$ cat src/rtl/fifo_pkg.sv
// Shared pointer helpers for the async FIFO read and write controllers.
package fifo_pkg;

    localparam int PTR_WIDTH = 3;
    localparam int PTR_W     = PTR_WIDTH + 1;

    // Binary to reflected Gray code.
    function automatic logic [PTR_W-1:0] bin2gray(input logic [PTR_W-1:0] b);
        return (b >> 1) ^ b;
    endfunction

    // Reflected Gray code back to binary (prefix XOR from the MSB down).
    function automatic logic [PTR_W-1:0] gray2bin(input logic [PTR_W-1:0] g);
        logic [PTR_W-1:0] b;
        b[PTR_W-1] = g[PTR_W-1];
        for (int i = PTR_W - 2; i >= 0; i--) begin
            b[i] = b[i+1] ^ g[i];
        end
        return b;
    endfunction

endpackage

$ cat src/rtl/ptr_sync.sv
// Two-flop synchronizer for a Gray-coded pointer crossing clock domains.
module ptr_sync #(
    parameter int W = 4
) (
    input  logic         clk,
    input  logic         rst,
    input  logic [W-1:0] d,
    output logic [W-1:0] q
);

    logic [W-1:0] q1_q;
    logic [W-1:0] q2_q;

    // First stage may go metastable; only the second stage is consumed.
    always_ff @(posedge clk or posedge rst) begin
        if (rst) begin
            q1_q <= '0;
            q2_q <= '0;
        end else begin
            q1_q <= d;
            q2_q <= q1_q;
        end
    end

    assign q = q2_q;

endmodule

$ cat src/rtl/fifo_rd_ctrl.sv
// Read-side pointer, empty flag and fill-level tracking for the async FIFO.
module fifo_rd_ctrl
    import fifo_pkg::*;
#(
    parameter int FIFO_DEPTH = 8,
    parameter int PTR_WIDTH  = fifo_pkg::PTR_WIDTH
) (
    input  logic             rclk,
    input  logic             rrst,
    input  logic             rinc,
    input  logic [PTR_WIDTH:0] wptr,
    output logic [PTR_WIDTH:0] rptr,
    output logic [PTR_WIDTH:0] raddr,
    output logic             rempty,
    output logic [PTR_WIDTH:0] rlevel
);

    // The Gray helpers are sized by the package, so the instance must agree.
    if ((PTR_WIDTH + 1 != PTR_W) || (FIFO_DEPTH != (1 << PTR_WIDTH))) begin : g_bad_cfg
        $error("fifo_rd_ctrl: FIFO_DEPTH/PTR_WIDTH do not match fifo_pkg");
    end

    logic [PTR_W-1:0] rbin_q,   rbin_d;
    logic [PTR_W-1:0] rgray_q,  rgray_d;
    logic             rempty_q, rempty_d;
    logic [PTR_W-1:0] rlevel_q, rlevel_d;
    logic [PTR_W-1:0] wq2;
    logic [PTR_W-1:0] wbin_s;
    logic             rpop;

    ptr_sync #(.W(PTR_W)) u_wptr_sync (
        .clk (rclk),
        .rst (rrst),
        .d   (wptr),
        .q   (wq2)
    );

    // Next pointer, empty and level all derive from the post-pop pointer so a
    // pop and a newly synchronized write land in the same edge.
    always_comb begin
        rpop     = rinc & ~rempty_q;
        rbin_d   = rbin_q + PTR_W'(rpop);
        rgray_d  = bin2gray(rbin_d);
        rempty_d = (rgray_d == wq2);
        wbin_s   = gray2bin(wq2);
        rlevel_d = wbin_s - rbin_d;
    end

    // Read-domain state; empty out of reset so nothing is popped early.
    always_ff @(posedge rclk or posedge rrst) begin
        if (rrst) begin
            rbin_q   <= '0;
            rgray_q  <= '0;
            rempty_q <= 1'b1;
            rlevel_q <= '0;
        end else begin
            rbin_q   <= rbin_d;
            rgray_q  <= rgray_d;
            rempty_q <= rempty_d;
            rlevel_q <= rlevel_d;
        end
    end

    assign raddr  = rbin_q;
    assign rptr   = rgray_q;
    assign rempty = rempty_q;
    assign rlevel = rlevel_q;

endmodule
$ cat config.mk
export PLATFORM = sky130hd
export DESIGN_NAME = fifo_rd_ctrl
export DESIGN_NICKNAME = d
export VERILOG_FILES = /design/src/rtl/fifo_pkg.sv /design/src/rtl/ptr_sync.sv /design/src/rtl/fifo_rd_ctrl.sv
export SDC_FILE = /design/constraint.sdc
export NUM_CORES = 1
export LEC_CHECK = 0
export CAP_MARGIN = 30
export CORE_MARGIN = 5
export CORE_UTILIZATION = 41
export DETAILED_ROUTE_END_ITERATION = 6
export GPL_TIMING_DRIVEN = 0
export PLACE_DENSITY = 0.68
export RECOVER_POWER = 100
export SKIP_LAST_GASP = 1
export SYNTH_ARGS = -nofsm -noshare
export SYNTH_HDL_FRONTEND = slang
export SYNTH_SLANG_ARGS = --single-unit
$ cat constraint.sdc
create_clock -name rclk -period 2.32 [get_ports rclk]
set_input_delay 0.464 -clock rclk [delete_from_list [all_inputs] [get_ports rclk]]
set_output_delay 0.464 -clock rclk [all_outputs]
set_load 0.1 [all_outputs]
==> impl_metrics.py <==
metrics = {
    "die": {
        "start_util_pct": 43.62,
        "rows": 16,
        "ios": 20,
        "core-area_mm2": 0.001982,
        "die_area_mm2": 0.003127,
        "dieWidth_um": 55.92,
        "die_h_um": 55.92,
    },
    "routing": {
        "ant_nets": 0,
        "drtIter0Drc": 4,
        "drc": 0,
        "routed_wl_um": 1276,
        "vias": 511,
        "drt-wirelength-per-cell_um": 11.00,
        "viasPerCell": 4.405,
        "firstDrtPassIters": 3,
    },
    "logic_synthesis": {
        "synth-compound-area-share_pct": 3.618,
        "synth_top_area_share_pct": 54.99,
        "yosysMostFrequentCell": "dfrtp_1",
        "yosys_warnings": 0,
        "ys_types": 22,
        "synth_common_cells": "19 x dfrtp_1, 9 x xor2_1, 7 x xnor2_1, 5 x ha_1, 4 x inv_1",
        "synth-simple-area-share_pct": 6.223,
        "ys_seq_elements": 20,
        "yosys.area.top_type": "dfrtp_1",
        "yosysSeqAreaShare_pct": 58.03,
        "syn_inst": 66,
        "syn_area_per_cell_um2": 13.10,
        "synth-xor-area-share_pct": 18.09,
        "synth_edf_count": 0,
        "synth_top_family_by_area": "XOR/XNOR gates",
        "yosys_most_used_dff": "dfrtp_1",
        "synth_nets": 78,
        "muxShareOfSynthArea_pct": 2.315,
        "netlist_area_um2": 864.6,
        "synth-async-reset-ratio_pct": 100.0,
        "synthTopCellsByArea": "dfrtp_1 55%, xor2_1 9.1%, ha_1 7.2%",
        "synth-adder-area-share_pct": 7.236,
    },
    "critical_path": {
        "slowest_delay_ns": 1.13,
        "path_max_fanout": 1,
        "cp_slowest_cell": "clkdlybuf4s50_1",
        "r2r_slack_ns": 0.27,
        "crit_chain": "clkdlybuf4s50_1",
        "cp.depth": 1,
        "cp_top_family": "buffers and inverters",
        "r2r_cells": 9,
        "arrival_ns": 1.78,
        "r2r_start": "u_wptr_sync.q[3]",
        "worst_setup_path_end_kind": "primary output",
        "cp-start-kind": "register",
        "cp-startpoint": "rlevel[0]",
        "critPathBufInv": 1,
        "crit_type": "register to primary output",
        "r2r_end": "rlevel[3]",
        "crit_required_ns": 1.86,
        "crit_end": "rlevel[0]",
    },
    "cts": {
        "clock_path_buffers": 2,
        "ctsHtreeMaxLevel": 1,
        "cts-root-buf": "clkbuf_4",
        "path_clk_slew_ns": 0.11,
        "clock_latency_ns": 0.29,
        "cts_sinks": 20,
        "numCtsBuffers": 3,
        "cts_tree": "yes",
    },
    "hold_path": {
        "hold_path_class": "register to register",
        "min_from": "u_wptr_sync.q1_q[2]",
    },
    "global_route": {
        "antenna_found_initial": 0,
        "grt_pass1_vias": 554,
        "track_usage_pct": 9.501,
        "gr-total-overflow": 0,
        "grt_pass1_wl_um": 2304,
        "grt_max_degree": 21,
    },
    "timing": {
        "hold_viol": 0,
        "rsz0062_at_grt": "false",
        "slew_viol_final": 0,
        "clock.fmax_mhz": 446.0,
        "setup_viol": 0,
        "period_share_pct": 96.66,
        "relSlewSlack_pct": 22.62,
        "skew_ns": 0.002568,
        "tightestPinTransition_ns": 1.166,
        "fin_crit_ns": 2.242,
    },
    "job": {
        "maxCapViolations": 0,
    },
    "layout": {
        "area.growth.synth_to_final_pct": 30.82,
        "drive_gt1_share_pct": 11.24,
        "final_cells": 116,
        "antennaDiodeCount": 0,
        "fin_nets": 102,
    },
    "placement": {
        "place.gp.congestion": 0.6767,
        "io_buffers": 19,
        "place_inst": 112,
        "hpwl_um": 966.1,
    },
    "outcome": {
        "status": "complete, no violations",
    },
}
==> cells by family (layout without fill, tap and decap cells) <==
family                     count (synthesis)  after routing
xor gates and xnor gates                  17             17
AOI/OAI and AO/OA                          5              5
adders and majority gates                  5              5
DFF                                       20             20
buffers and inverters                      7             30
muxes                                      2              2
and+or+nand+nor                           10             10
==> flip-flops by register name, indices dropped and copies added, names as in the netlist <==
name              count
u_wptr_sync.q1_q      4
rlevel                4
raddr                 4
rempty                1
rptr                  3
u_wptr_sync.q         4
==> stage by stage <==
stage / util [%] / hold slack, ns / setup TNS [ns] / setup slack, ns / area (um2)
after floorplan: - / 0.3312 / 0 / 0.003803 / 868.3
after global placement: 55.11 / 0.3315 / -0.3845 / -0.1446 / 1092
after detailed placement: 55.11 / 0.3347 / -0.4389 / -0.1720 / 1092
after CTS: 57.39 / 0.3615 / 0 / 0.05567 / 1137
after global routing: 57.07 / 0.3680 / 0 / 0.01087 / 1131
final: 57.07 / 0.3572 / 0 / 0.07760 / 1131
==> how the worst min path moves through the flow <==
stage,end,slack [ns],cells past startpoint
4_1_cts,u_wptr_sync.q[3],0.36,0
2_1_floorplan,u_wptr_sync.q[0],0.33,0
5_1_grt,u_wptr_sync.q[2],0.37,0
3_3_place_gp,u_wptr_sync.q[2],0.33,0
3_5_place_dp,u_wptr_sync.q[3],0.33,0
6_report,u_wptr_sync.q[2],0.36,0
==> what timing repair did <==
| action | 4_1_cts | 5_1_grt |
|---|---|---|
| setup buffers | 0 | 0 |
| hold buffers | 0 | 0 |
| pin swaps | 0 | 0 |
| endpoints found under the setup margin | 6 | 1 |
| resized for setup | 6 | 2 |
==> area by class of cell <==
type / count / area, um2
timing repair buffer: 19 / 157.7
buffer: 3 / 23.77
clock buffer: 3 / 22.52
multi-input combinational: 39 / 342.8
clock inverter: 1 / 30.03
sequential: 20 / 505.5
tap: 27 / 33.78
fill: 173 / 850.8
inverter: 4 / 15.01
==> metal layers <==
metal	share of wire, %	global-route usage, %	vias up
met4	0	5.085	0
met1	46	11.18	239
met2	48	15.20	16
li1	-	-	256
met5	0	0	-
met3	6.0	3.248	0
==> placed cells by master (no fill, tap or decap), types with 3 or more instances in the layout <==
| master | instances |
|---|---|
| xor2_1 | 8 |
| clkdlybuf4s50_1 | 8 |
| ha_1 | 5 |
| clkbuf_4 | 3 |
| clkbuf_1 | 5 |
| dfrtp_1 | 19 |
| inv_1 | 4 |
| dlygate4sd3_1 | 5 |
| xnor2_1 | 7 |
Power is not shown: default switching activity piles up to over one toggle a cycle in this logic, so the estimate is an artifact.
==> RTL change 1, RTL diff (same flow settings) <==
Register the output `rlevel` once more, with the module's reset; this adds one clock of latency there. The other outputs are not delayed to match.
--- a/src/rtl/fifo_rd_ctrl.sv
+++ b/src/rtl/fifo_rd_ctrl.sv
@@ -66,3 +66,9 @@
     assign rempty = rempty_q;
-    assign rlevel = rlevel_q;
+    always_ff @(posedge rclk or posedge rrst) begin
+        if (rrst) begin
+            rlevel <= '0;
+        end else begin
+            rlevel <= rlevel_q;
+        end
+    end
 
Check against the original RTL: not equivalent (Yosys sat finds a counterexample within 4 cycles, from zero or initial values and one cycle with rrst high).
==> RTL change 1 against the unedited design <==
- die area rose by 9.5%
- worst setup slack got worse by 0.019 ns
- design area rose by 8.0%
- routed wire length rose by 9.8%
- non-clock buffer count did not move
- area after synthesis rose by 12%
- sequential cell count rose by 4
- via count rose by 10%
Power is not shown: default switching activity piles up to over one toggle a cycle in this logic, so the estimate is an artifact.
==> RTL change 1: results <==
group,metric,value,unit
outcome,outcome,"finished clean",
cts,htree_levels,1,
layout,drive_above_1_share,10.8,%
min_path,hold_class,"reg -> reg",
layout,num_antenna_cells,0,
cts,cts.clk_slew.worst_paths,0.13,ns
grt,antenna_found_initial,0,
routing,routed_via_density,4.65,
grt,grt_use_total,9.44,%
critical_path,path_delay_family,"buffers and inverters",
synthesis,ys_types,22,
cts,postCtsSetupBuffers,0,
grt,grt_pass1_vias,545,
cts,cts_made_buffers,3,
placed_design,place_ws,-0.171,ns
placed_design,dp.cells,117,
routing,num_vias,563,
placed_design,place.gp.congestion,0.753,
layout,fin_nets,106,
synthesis,syn_nets,82,
synthesis,synth_area_leaders,"dfrtp_1, xor2_1, ha_1",
routing,post_drt_wl_per_cell,11.6,um
routing,dr.pass1.iters,4,
synthesis,synth_ff_type,"dfrtp_1",
timing,finClkSkew,0.00814,ns
critical_path,crit_slowest_cell,"dlygate4sd2_1",
critical_path,worstPathArrival,1.80,ns
synthesis,ys_seq_area_share,62.4,%
placed_design,dp.final_hpwl,1.09,mm
critical_path,rr_worst_depth,8,
grt,grt_pass1_wl,2.45,mm
timing,relSlewSlack,22.4,%
cts,cts_buffer_depth,2,
synthesis,netlist_instances,70,
layout,fillers,196,
cts,cts-root-buf,"clkbuf_4",
synthesis,ys_warn_count,0,
synthesis,synth_async_sr_flop_share,100,%
critical_path,critPathMaxFanout,2,
grt,grt_max_degree,25,
critical_path,slowest_delay,0.86,ns
cts,clk_latency,0.31,ns
synthesis,synth_common_cells,"dfrtp_1, xor2_1, xnor2_1",
routing,drt-initial-drc-count,5,
min_path,hold_depth,0,
placed_design,port_buffers,19,
RTL change 1: cell count changes in the layout (fill, tap and decap cells not counted):
cell | before | now
xor2_2 | 1 | 2
xor2_4 | 1 | 0
o21ai_0 | 1 | 0
o21ai_1 | 1 | 2
dfrtp_1 | 19 | 23
RTL change 1: worst paths after layout:
kind                                  start               end  slack [ns]
min in group asynchronous              rrst  u_wptr_sync.q[1]        0.75
max in group asynchronous              rrst           rptr[1]        1.04
worst min-delay path            rlevel_q[0]         rlevel[0]        0.36
worst max-delay path                 rempty            rempty        0.06
worst min register to register  rlevel_q[0]         rlevel[0]        0.36
worst max register to register       rempty            rempty        0.25
RTL change 1: cells by family (layout without fill, tap and decap cells):
group | after synthesis | count (layout) | synth area share (%)
xor gates and xnor gates | 17 | 17 | 16.2
buffers and inverters | 7 | 30 | 4.02
AOI/OAI and AO/OA | 5 | 5 | 3.24
DFF | 24 | 24 | 62.4
adders and majority gates | 5 | 5 | 6.49
and+or+nand+nor | 10 | 10 | 5.58
muxes | 2 | 2 | 2.08
RTL change 1: area by class of cell:
| cell class | count | area, um^2 | share of cell area [%] |
|---|---|---|---|
| timing repair buffer | 19 | 158 | 12.9 |
| tap | 28 | 35.0 | 2.87 |
| buffer | 3 | 23.8 | 1.95 |
| sequential | 24 | 606 | 49.6 |
| clock buffer | 3 | 22.5 | 1.84 |
| multi-input combinational | 39 | 332 | 27.2 |
| clock inverter | 1 | 30.0 | 2.46 |
| inverter | 4 | 15.0 | 1.23 |
RTL change 1: routing by layer:
metal / vias up / wire (um) / part of all wire [%] / global-route usage (%)
met4: 0 / 6 / 0.43 / 4.30
met5: - / 0 / 0 / 0
li1: 270 / - / - / -
met3: 2 / 71 / 5.1 / 1.97
met2: 12 / 745 / 53 / 15.8
met1: 279 / 579 / 41 / 11.6
RTL change 1: stage by stage:
step	utilization [%]	area (um^2)
final	54.7	1220
after global routing	54.7	1220
after CTS	55.5	1240
after detailed placement	53.4	1190
after global placement	53.4	1190
after floorplan	-	968
RTL change 1: repair_timing:
action | 4_1_cts | 5_1_grt
pin swaps | 0 | 0
endpoints found under the setup margin | 6 | 1
gates resized for setup | 6 | 1
==> RTL change 2, RTL diff (config.mk and constraints unchanged) <==
Made on the original files. `q2_q` no longer has a reset.
--- a/src/rtl/ptr_sync.sv
+++ b/src/rtl/ptr_sync.sv
@@ -17,7 +17,9 @@
             q1_q <= '0;
-            q2_q <= '0;
         end else begin
             q1_q <= d;
-            q2_q <= q1_q;
         end
+    end
+
+    always_ff @(posedge clk) begin
+        q2_q <= q1_q;
     end
Formal check against the unedited RTL: no difference found for any inputs over 10 cycles, from zero or initial values and one cycle with rrst high; that may be too few to reach the edited logic, so the function may still have changed.
==> RTL change 2 against the unedited design <==
- routed wire length is 3.2% higher
- die area is 1.9% lower
- global-route usage is 0.45 points lower
- worst setup slack worse by 0.0077 ns
- area after synthesis is 2.3% lower
- sequential cell count stayed put
- non-clock buffer count stayed put
- design area is 5.3% lower
- final cell count stayed put
Power is left out: the tool's default activity adds up to more than one toggle a clock period on the data nets, which glitch-free logic cannot reach.
==> RTL change 2: results <==
group,metric,value,unit
synthesis,ys_seq_area_share,57.0,%
placed_design,dp.final_hpwl,974,um
critical_path,worstPathArrival,1.79,ns
routing,num_vias,524,
grt,grt_pass1_wl,2.17,mm
critical_path,path_delay_family,"buffers and inverters",
synthesis,synth_ff_type,"dfrtp_1",
critical_path,slowest_delay,1.14,ns
routing,post_drt_wl_per_cell,11.4,um
cts,htree_levels,1,
layout,drive_above_1_share,10.1,%
synthesis,synth_async_sr_flop_share,80.0,%
synthesis,ys_warn_count,0,
routing,dr.pass1.iters,4,
grt,grt_max_degree,17,
routing,drt-initial-drc-count,3,
timing,relSlewSlack,22.2,%
cts,cts_buffer_depth,2,
layout,fillers,196,
routing,wl,1.32,mm
grt,grt_use_total,9.05,%
min_path,hold_class,"reg -> reg",
critical_path,rr_worst_depth,9,
placed_design,port_buffers,19,
synthesis,synth_area_leaders,"dfrtp_1, dfxtp_1, xor2_1",
synthesis,synth_common_cells,"dfrtp_1, xor2_1, xnor2_1",
placed_design,place.gp.congestion,0.676,
grt,grt_pass1_vias,511,
outcome,outcome,"finished clean",
timing,finClkSkew,0.00444,ns
synthesis,ys_types,23,
RTL change 2: final cells by class:
type,instances,area (um^2),area share (%)
Buffer,3,23.8,2.22
Clock buffer,4,36.3,3.39
Inverter,4,15.0,1.40
Multi-Input combinational cell,39,324,30.3
Sequential cell,20,485,45.3
Tap cell,27,33.8,3.15
Timing Repair Buffer,19,153,14.3
RTL change 2: path summary, 6_finish.rpt:
path	from	end	slack, ns
max in group asynchronous	rrst	raddr[0]	1.28
hold / removal	u_wptr_sync.q1_q[3]	u_wptr_sync.q[3]	0.35
min in group asynchronous	rrst	rlevel[0]	0.65
setup reg to reg	u_wptr_sync.q[2]	rlevel[3]	0.22
setup / recovery	rptr[2]	rptr[2]	0.07
hold reg to reg	u_wptr_sync.q1_q[3]	u_wptr_sync.q[3]	0.35
RTL change 2: cells by family after synthesis:
logic type	share of synthesized area, %
multiplexers	2.37
adder cells (fa/ha/maj)	7.41
AO/OA/AOI/OAI	3.70
buffers and inverters	4.59
AND/OR/NAND/NOR	6.37
flip-flops	57.0
XOR/XNOR	18.5
RTL change 2: layer usage:
layer / share of wire (%) / track usage [%]
met1: 43 / 10.6
met2: 48 / 13.9
met3: 9.0 / 4.43
met4: 0.076 / 4.17
met5: 0 / 0
RTL change 2: stage by stage:
stage | cell area [um^2] | utilization [%] | setup slack, ns
2_1_floorplan | 848 | - | 0.00381
3_3_place_gp | 1070 | 54.7 | -0.143
3_5_place_dp | 1070 | 54.7 | -0.176
4_1_cts | 1100 | 56.2 | 0.0140
5_1_grt | 1070 | 54.6 | 0.0150
6_report | 1070 | 54.6 | 0.0699
RTL change 2: repair_timing:
action                                  in CTS  in global routing
gates resized for setup                      5                  1
endpoints found under the setup margin       5                  1
pin swaps                                    0                  0
